[src/rtl/sar_search.sv]
// Successive-approximation search: drives guess to an external comparator and resolves A MSB-first.
// Define SAR_SEARCH_EARLY_EXIT_EN to end the search as soon as the comparator reports equality.
module sar_search #(
  parameter int unsigned WIDTH = 4
) (
  input  logic             clk,
  input  logic             rst,
  input  logic             start,
  input  logic             cmp_gt,
  input  logic             cmp_eq,
  input  logic             cmp_lt,
  output logic [WIDTH-1:0] guess,
  output logic             busy,
  output logic             done,
  output logic [WIDTH-1:0] result,
  output logic             err
);

  localparam int unsigned IdxW = $clog2(WIDTH);

  typedef enum logic [1:0] {StIdle, StTry, StDone} state_e;

  state_e            state_q, state_d;
  logic [IdxW-1:0]   idx_q, idx_d, idx_m1;
  logic [WIDTH-1:0]  guess_q, guess_d, result_q, result_d, work;
  logic              busy_q, busy_d, done_q, done_d, err_q, err_d;
  logic              legal;

  assign legal  = (cmp_gt + cmp_eq + cmp_lt) == 2'd1;
  assign idx_m1 = idx_q - IdxW'(1);

  always_comb begin
    state_d  = state_q;
    idx_d    = idx_q;
    guess_d  = guess_q;
    result_d = result_q;
    busy_d   = busy_q;
    done_d   = 1'b0;
    err_d    = err_q;
    // Working value: the trial bit survives unless A is below the guess.
    work     = guess_q;
    if (cmp_lt) work[idx_q] = 1'b0;

    unique case (state_q)
      StIdle: begin
        if (start) begin
          guess_d = {1'b1, {(WIDTH-1){1'b0}}};
          idx_d   = IdxW'(WIDTH-1);
          busy_d  = 1'b1;
          err_d   = 1'b0;
          state_d = StTry;
        end
      end
      StTry: begin
        if (!legal) begin
          result_d = '0;
          err_d    = 1'b1;
          done_d   = 1'b1;
          state_d  = StDone;
`ifdef SAR_SEARCH_EARLY_EXIT_EN
        end else if (cmp_eq) begin
          result_d = guess_q;
          done_d   = 1'b1;
          state_d  = StDone;
`endif
        end else begin
          guess_d = work;
          if (idx_q == '0) begin
            result_d = work;
            done_d   = 1'b1;
            state_d  = StDone;
          end else begin
            guess_d[idx_m1] = 1'b1;
            idx_d           = idx_m1;
          end
        end
      end
      StDone: begin
        busy_d  = 1'b0;
        state_d = StIdle;
      end
      default: state_d = StIdle;
    endcase
  end

  always_ff @(posedge clk) begin
    if (rst) begin
      state_q  <= StIdle;
      idx_q    <= IdxW'(WIDTH-1);
      guess_q  <= '0;
      result_q <= '0;
      busy_q   <= 1'b0;
      done_q   <= 1'b0;
      err_q    <= 1'b0;
    end else begin
      state_q  <= state_d;
      idx_q    <= idx_d;
      guess_q  <= guess_d;
      result_q <= result_d;
      busy_q   <= busy_d;
      done_q   <= done_d;
      err_q    <= err_d;
    end
  end

  assign guess  = guess_q;
  assign busy   = busy_q;
  assign done   = done_q;
  assign result = result_q;
  assign err    = err_q;

endmodule

[config.mk]
export PLATFORM = sky130hd
export DESIGN_NAME = sar_search
export DESIGN_NICKNAME = d
export VERILOG_FILES = /design/src/rtl/sar_search.sv
export SDC_FILE = /design/constraint.sdc
export NUM_CORES = 1
export LEC_CHECK = 0
export CORE_UTILIZATION = 40
export DETAILED_ROUTE_END_ITERATION = 8
export GPL_ROUTABILITY_DRIVEN = 0
export PLACE_DENSITY_LB_ADDON = 0.3
export SYNTH_ARGS = -nofsm -noshare
export SYNTH_HDL_FRONTEND = slang
export SYNTH_SLANG_ARGS = --single-unit
[constraint.sdc]
create_clock -name clk -period 4.1 [get_ports clk]
set_input_delay 0.615 -clock clk [delete_from_list [all_inputs] [get_ports clk]]
set_output_delay 0.615 -clock clk [all_outputs]
set_load 0.01 [all_outputs]
# [Word-level counts from Yosys, hierarchy flattened]
# Cells that the tools add are included.
[totals] register_bits=15 out_inout_bits=11 elab_cells=66 in_bits=6
[op_classes] reduce_logical=13 order_cmp=4 muxes=26 addsub=3 eq_ne=9 bitwise_logic=4
[op_table] cell="$mux W4" count=6
[op_table] cell="$mux W2" count=6
[op_table] cell="$ne A2 B2 Y1 const B" count=4
[op_table] cell="$pmux W2 S2" count=2
[op_table] cell="$pmux W4 S2" count=1
[op_table] cell="$mux W1" count=7
[op_table] cell="$lt A2 B3 Y1 const B" count=2
[op_table] cell="$reduce_and A2 Y1" count=3
[op_table] cell="$reduce_and A3 Y1" count=2
[op_table] cell="$and A4 B4 Y4" count=1
[op_table] cell="$demux W1 S2" count=2
[op_table] cell="$eq A2 B1 Y1 const B" count=2
[op_table] cell="$ge A2 B1 Y1 const B" count=2
[op_table] cell="$logic_not A2 Y1" count=2
[op_table] cell="$not A4 Y4" count=1
[op_table] cell="$or A4 B4 Y4" count=1
[op_table] cell="$pmux W1 S2" count=2
[op_table] cell="$reduce_and A4 Y1" count=1
[op_table] cell="$reduce_bool A2 Y1" count=2
[op_table] cell="$ne A3 B3 Y1 const B" count=1
[op_table] cell="$add A1 B1 Y2" count=1
[op_table] cell="$add A2 B1 Y2" count=1
[op_table] cell="$eq A2 B2 Y1 const B" count=1
[op_table] cell="$logic_and A1 B1 Y1" count=2
[op_table] cell="other kinds (4)" count=4

# [Longest topological paths before layout]
[logic_depth] word_depth=11 mapped_depth=5 ltp_nobuf=5

# [Worst setup path after synthesis]
# Ideal clock, no wire load.
[synth_timing] path_type="in2reg" from="in cmp_gt" to="reg idx_q[0]" cell_stages=5 setup_time_ns=0.114 arrival_time_ns=1.962 path_buffers=0 path_slack_ns=2.024 required_ns=3.986 cell_sequence="fa_1 > nor4bb_4 > and2b_4 > or3_1 > a21o_1"
[synth_between] elab_chain_len=5
[synth_lines] element="start: declaration" line_no="9" text="input logic cmp_gt,"
[synth_lines] element="$add A1 B1 Y2" line_no="29" text="assign legal = (cmp_gt + cmp_eq + cmp_lt) == 2'd1;"
[synth_lines] element="$add A2 B1 Y2" line_no="29"
[synth_lines] element="$eq A2 B1 Y1" line_no="29"
[synth_lines] element="$ne A2 B2 Y1 (no source line)"
[synth_lines] element="$reduce_and A4 Y1 (no source line)"
[synth_lines] element="end signal: assignment" line_no="89" text="idx_q <= IdxW'(WIDTH-1);"
[synth_lines] element="end signal: assignment" line_no="97" text="idx_q <= idx_d;"
[synth_lines] element="end: declaration" line_no="24" text="logic [IdxW-1:0] idx_q, idx_d, idx_m1;"
# Every way passes these cells.
# A chain may end at the register's enable or synchronous reset.

# [Worst setup path after layout]
[layout_timing] from="in cmp_lt" to="reg result_q[3], in the netlist result[3]"
[layout_between] elab_chain_len=4 word_cells_on_any_way=7 cone_classes="add/sub (1); eq/ne (2); mux (3); reduce/logical (1)"
[layout_lines] element="start: declaration" line_no="11" text="input logic cmp_lt,"
[layout_lines] element="$add A2 B1 Y2" line_no="29"
[layout_lines] element="$eq A2 B1 Y1" line_no="29"
[layout_lines] element="$ne A2 B1 Y1 (no source line)"
[layout_lines] element="$reduce_and A2 Y1 (no source line)"
[layout_lines] element="end signal: assignment" line_no="99" text="result_q <= result_d;"
[layout_lines] element="end: declaration" line_no="25" text="logic [WIDTH-1:0] guess_q, guess_d, result_q, result_d, work;"
# Parallel ways exist; a longest one is shown, timed or not. The select of a mux whose other input is x is not followed.

==> results.yml <==
critical_path:
  end_kind: "register"
  crit_arrival_ns: 2.68
  path_max_fanout: 6
  startpoint_type: "input pin"
  cpPeakStageDelay_ns: 0.65
  worstSetupPathType: "in -> reg"
  crit_family: "compound AO/OA/AOI/OAI gates"
  cp-startpoint: "cmp_lt"
  reg2reg_from: "idx_q[0]"
  worst_ep_required_time_ns: 4.32
  path_buf_inv: 2
  path_cells: "clkdlybuf4s50_1 -> fa_1 -> inv_1 -> o311ai_1 -> a22oi_1 -> nor2_1"
  cp_slowest_cell: "o311ai_1"
sta:
  grt_setup_unrepaired: "false"
  finalSetupTns_ns: 0
  finalClockSkew_ns: 0.00167
  worstMarginPinSlew_ns: 0.737
  finalCritPeriodShare_pct: 60.1
  max-slew-margin-rel_pct: 50.1
  max_freq_mhz: 406
  finalSetupViolCount: 0
  hold_viol_final: 0
  hold_slack_ns: 0.482
  final_max_slew_viol_count: 0
  period_needed_ns: 2.47
final_layout:
  drive_above_1_share_pct: 5.15
  fin_util_pct: 57.5
  antenna_cells: 0
  final_nets: 109
  fillers: 145
  area_delta_synth_final_pct: 28.8
synthesis:
  avgSynthCellArea_sq_um: 9.03
  ys_types: 24
  postSynthCellCount: 78
  synth_warnings: 0
  synth-seq-area-share_pct: 42.6
  synth_seq_cells: 15
  syn_nets: 89
  synth.cell_area_sq_um: 704
drt:
  wl_per_cell_um: 12.7
  routed_via_density: 5.25
  post-route-drc-count: 1
  first_pass_iters: 6
  ant_nets: 0
  first_iter_violations: 14
  route.vias.total: 593
  wl_um: 1440
cts:
  post_cts_buffers: 0
  cts_buffers: 3
  clockRootBuffer: "clkbuf_4"
  post_cts_resized: 0
  clock_latency_ns: 0.28
  holdBufCountCts: 0
  htree_num_levels: 1
  cts_tree: "done"
  clockBufferDepth: 2
  clock-sinks: 15
  path_clk_slew_ns: 0.09
power_and_ir_drop:
  irDropWorstVdd_v: 0.000234
  cellPowerDensity_nw_per_um2: 312
  p_leak_nw: 0.352
die:
  rows: 14
  ios: 17
  start_util_pct: 44.7
  dieArea_sq_um: 1930
  fp.dieH_um: 44.0
  die_w_um: 44.0
  core-area_sq_um: 1580
global_route:
  grt_pass1_vias: 575
  grt-ovfl-total: 0
  grt_max_degree: 16
  globalRouteTotalUtil_pct: 17.2
  grt_pass1_wl_um: 2440
  antenna_found_initial: 0
worst_hold_path:
  hp-class: "reg -> reg"
  min-delay-start: "guess[2]"
status:
  status: "complete, but fails checks"
  violations: "DRC"
placed_design:
  hpwl_um: 1090
  io_buffers: 16
job:
  maxCapViolCount: 0
[placed cells by master (no fill, tap or decap), types with 2 or more instances in the layout]
master            n
a21boi_0          4
a21o_1            2
a21oi_1           5
a22oi_1           3
clkbuf_4          3
clkdlybuf4s50_1  16
dfxtp_1          15
ha_1              4
inv_1             8
nand2_1           5
nor2_1           10
nor2b_1           3
o21ai_0           5
or3_1             2
[flip-flops by register name, summed over array words and instances (netlist names)]
name,count
busy,1
done,1
err,1
guess,4
idx_q,2
result,4
state_q,2
[synth_stat cells (all sizes together)]
| cell | n | area share, % |
|---|---|---|
| nand2 | 5 | 2.7 |
| nor2 | 10 | 5.3 |
| and2 | 1 | 0.89 |
| dfxtp | 15 | 43 |
| a21o | 2 | 2.1 |
| fa | 1 | 2.8 |
| nor3 | 1 | 0.71 |
| ha | 4 | 7.1 |
| o21a | 1 | 1.1 |
| nor3b | 1 | 1.1 |
| o21ai | 5 | 3.6 |
| a311oi | 1 | 1.2 |
| clkbuf | 1 | 0.53 |
| or3 | 2 | 1.8 |
| o311ai | 1 | 1.2 |
| a32oi | 1 | 1.2 |
| a22oi | 3 | 3.2 |
| a21oi | 5 | 3.6 |
| and2b | 1 | 1.4 |
| a211oi | 1 | 1.1 |
| nor4bb | 1 | 3.6 |
| a21boi | 4 | 4.3 |
| nor2b | 3 | 2.7 |
| inv | 8 | 4.3 |
[report_power, final]
part / total, mW / internal, mW / switching, mW
clock network: 0.0839 / 0.0378 / 0.0461
registers: 0.156 / 0.151 / 0.00484
logic: 0.0429 / 0.0223 / 0.0206
[final timing paths]
check	endpoint	slack [ns]	cells past startpoint
setup / recovery	result[3]	1.63	6
hold / removal	guess[2]	0.48	2
setup reg to reg	result[3]	2.29	5
hold reg to reg	guess[2]	0.48	2
[metrics by stage]
step | area, sq um | power (mW) | worst slack [ns] | instances
6_report | 907 | 0.283 | 1.63 | 113
2_1_floorplan | 704 | 0.183 | 2.02 | 78
3_3_place_gp | 881 | 0.201 | 1.39 | 109
4_1_cts | 907 | 0.286 | 1.64 | 113
5_1_grt | 907 | 0.295 | 1.50 | 113
3_5_place_dp | 881 | 0.202 | 1.33 | 109
[tightest hold or removal path: cells and delay by family (launching register included)]
family / cells / cell delay, ns
AOI/OAI and AO/OA: 1 / 0.05
DFF: 1 / 0.33
and+or+nand+nor: 1 / 0.06
[routing by layer]
metal  vias up  track usage (%)  share of wire, %
met5         -                0                 0
met2        16             28.7                49
met4         0             5.45              0.69
met3         3             6.25               5.6
li1        306                -                 -
met1       268             20.6                45
[cells by family after synthesis]
logic type	share of synthesized area [%]
DFF	42.6
AOI/OAI and AO/OA	22.6
adders and majority gates	9.95
and+or+nand+nor	20.1
buffers and inverters	4.80
[area by class of cell]
| class | instances | area [sq um] | share of cell area, % |
|---|---|---|---|
| clock buffers | 4 | 26.3 | 2.90 |
| flip-flops and latches | 15 | 300 | 33.1 |
| inverters | 8 | 30.0 | 3.31 |
| well taps | 16 | 20.0 | 2.21 |
| repair buffers | 16 | 160 | 17.7 |
| multi-input cells | 54 | 370 | 40.8 |
Power figures use the tool's default switching activity.
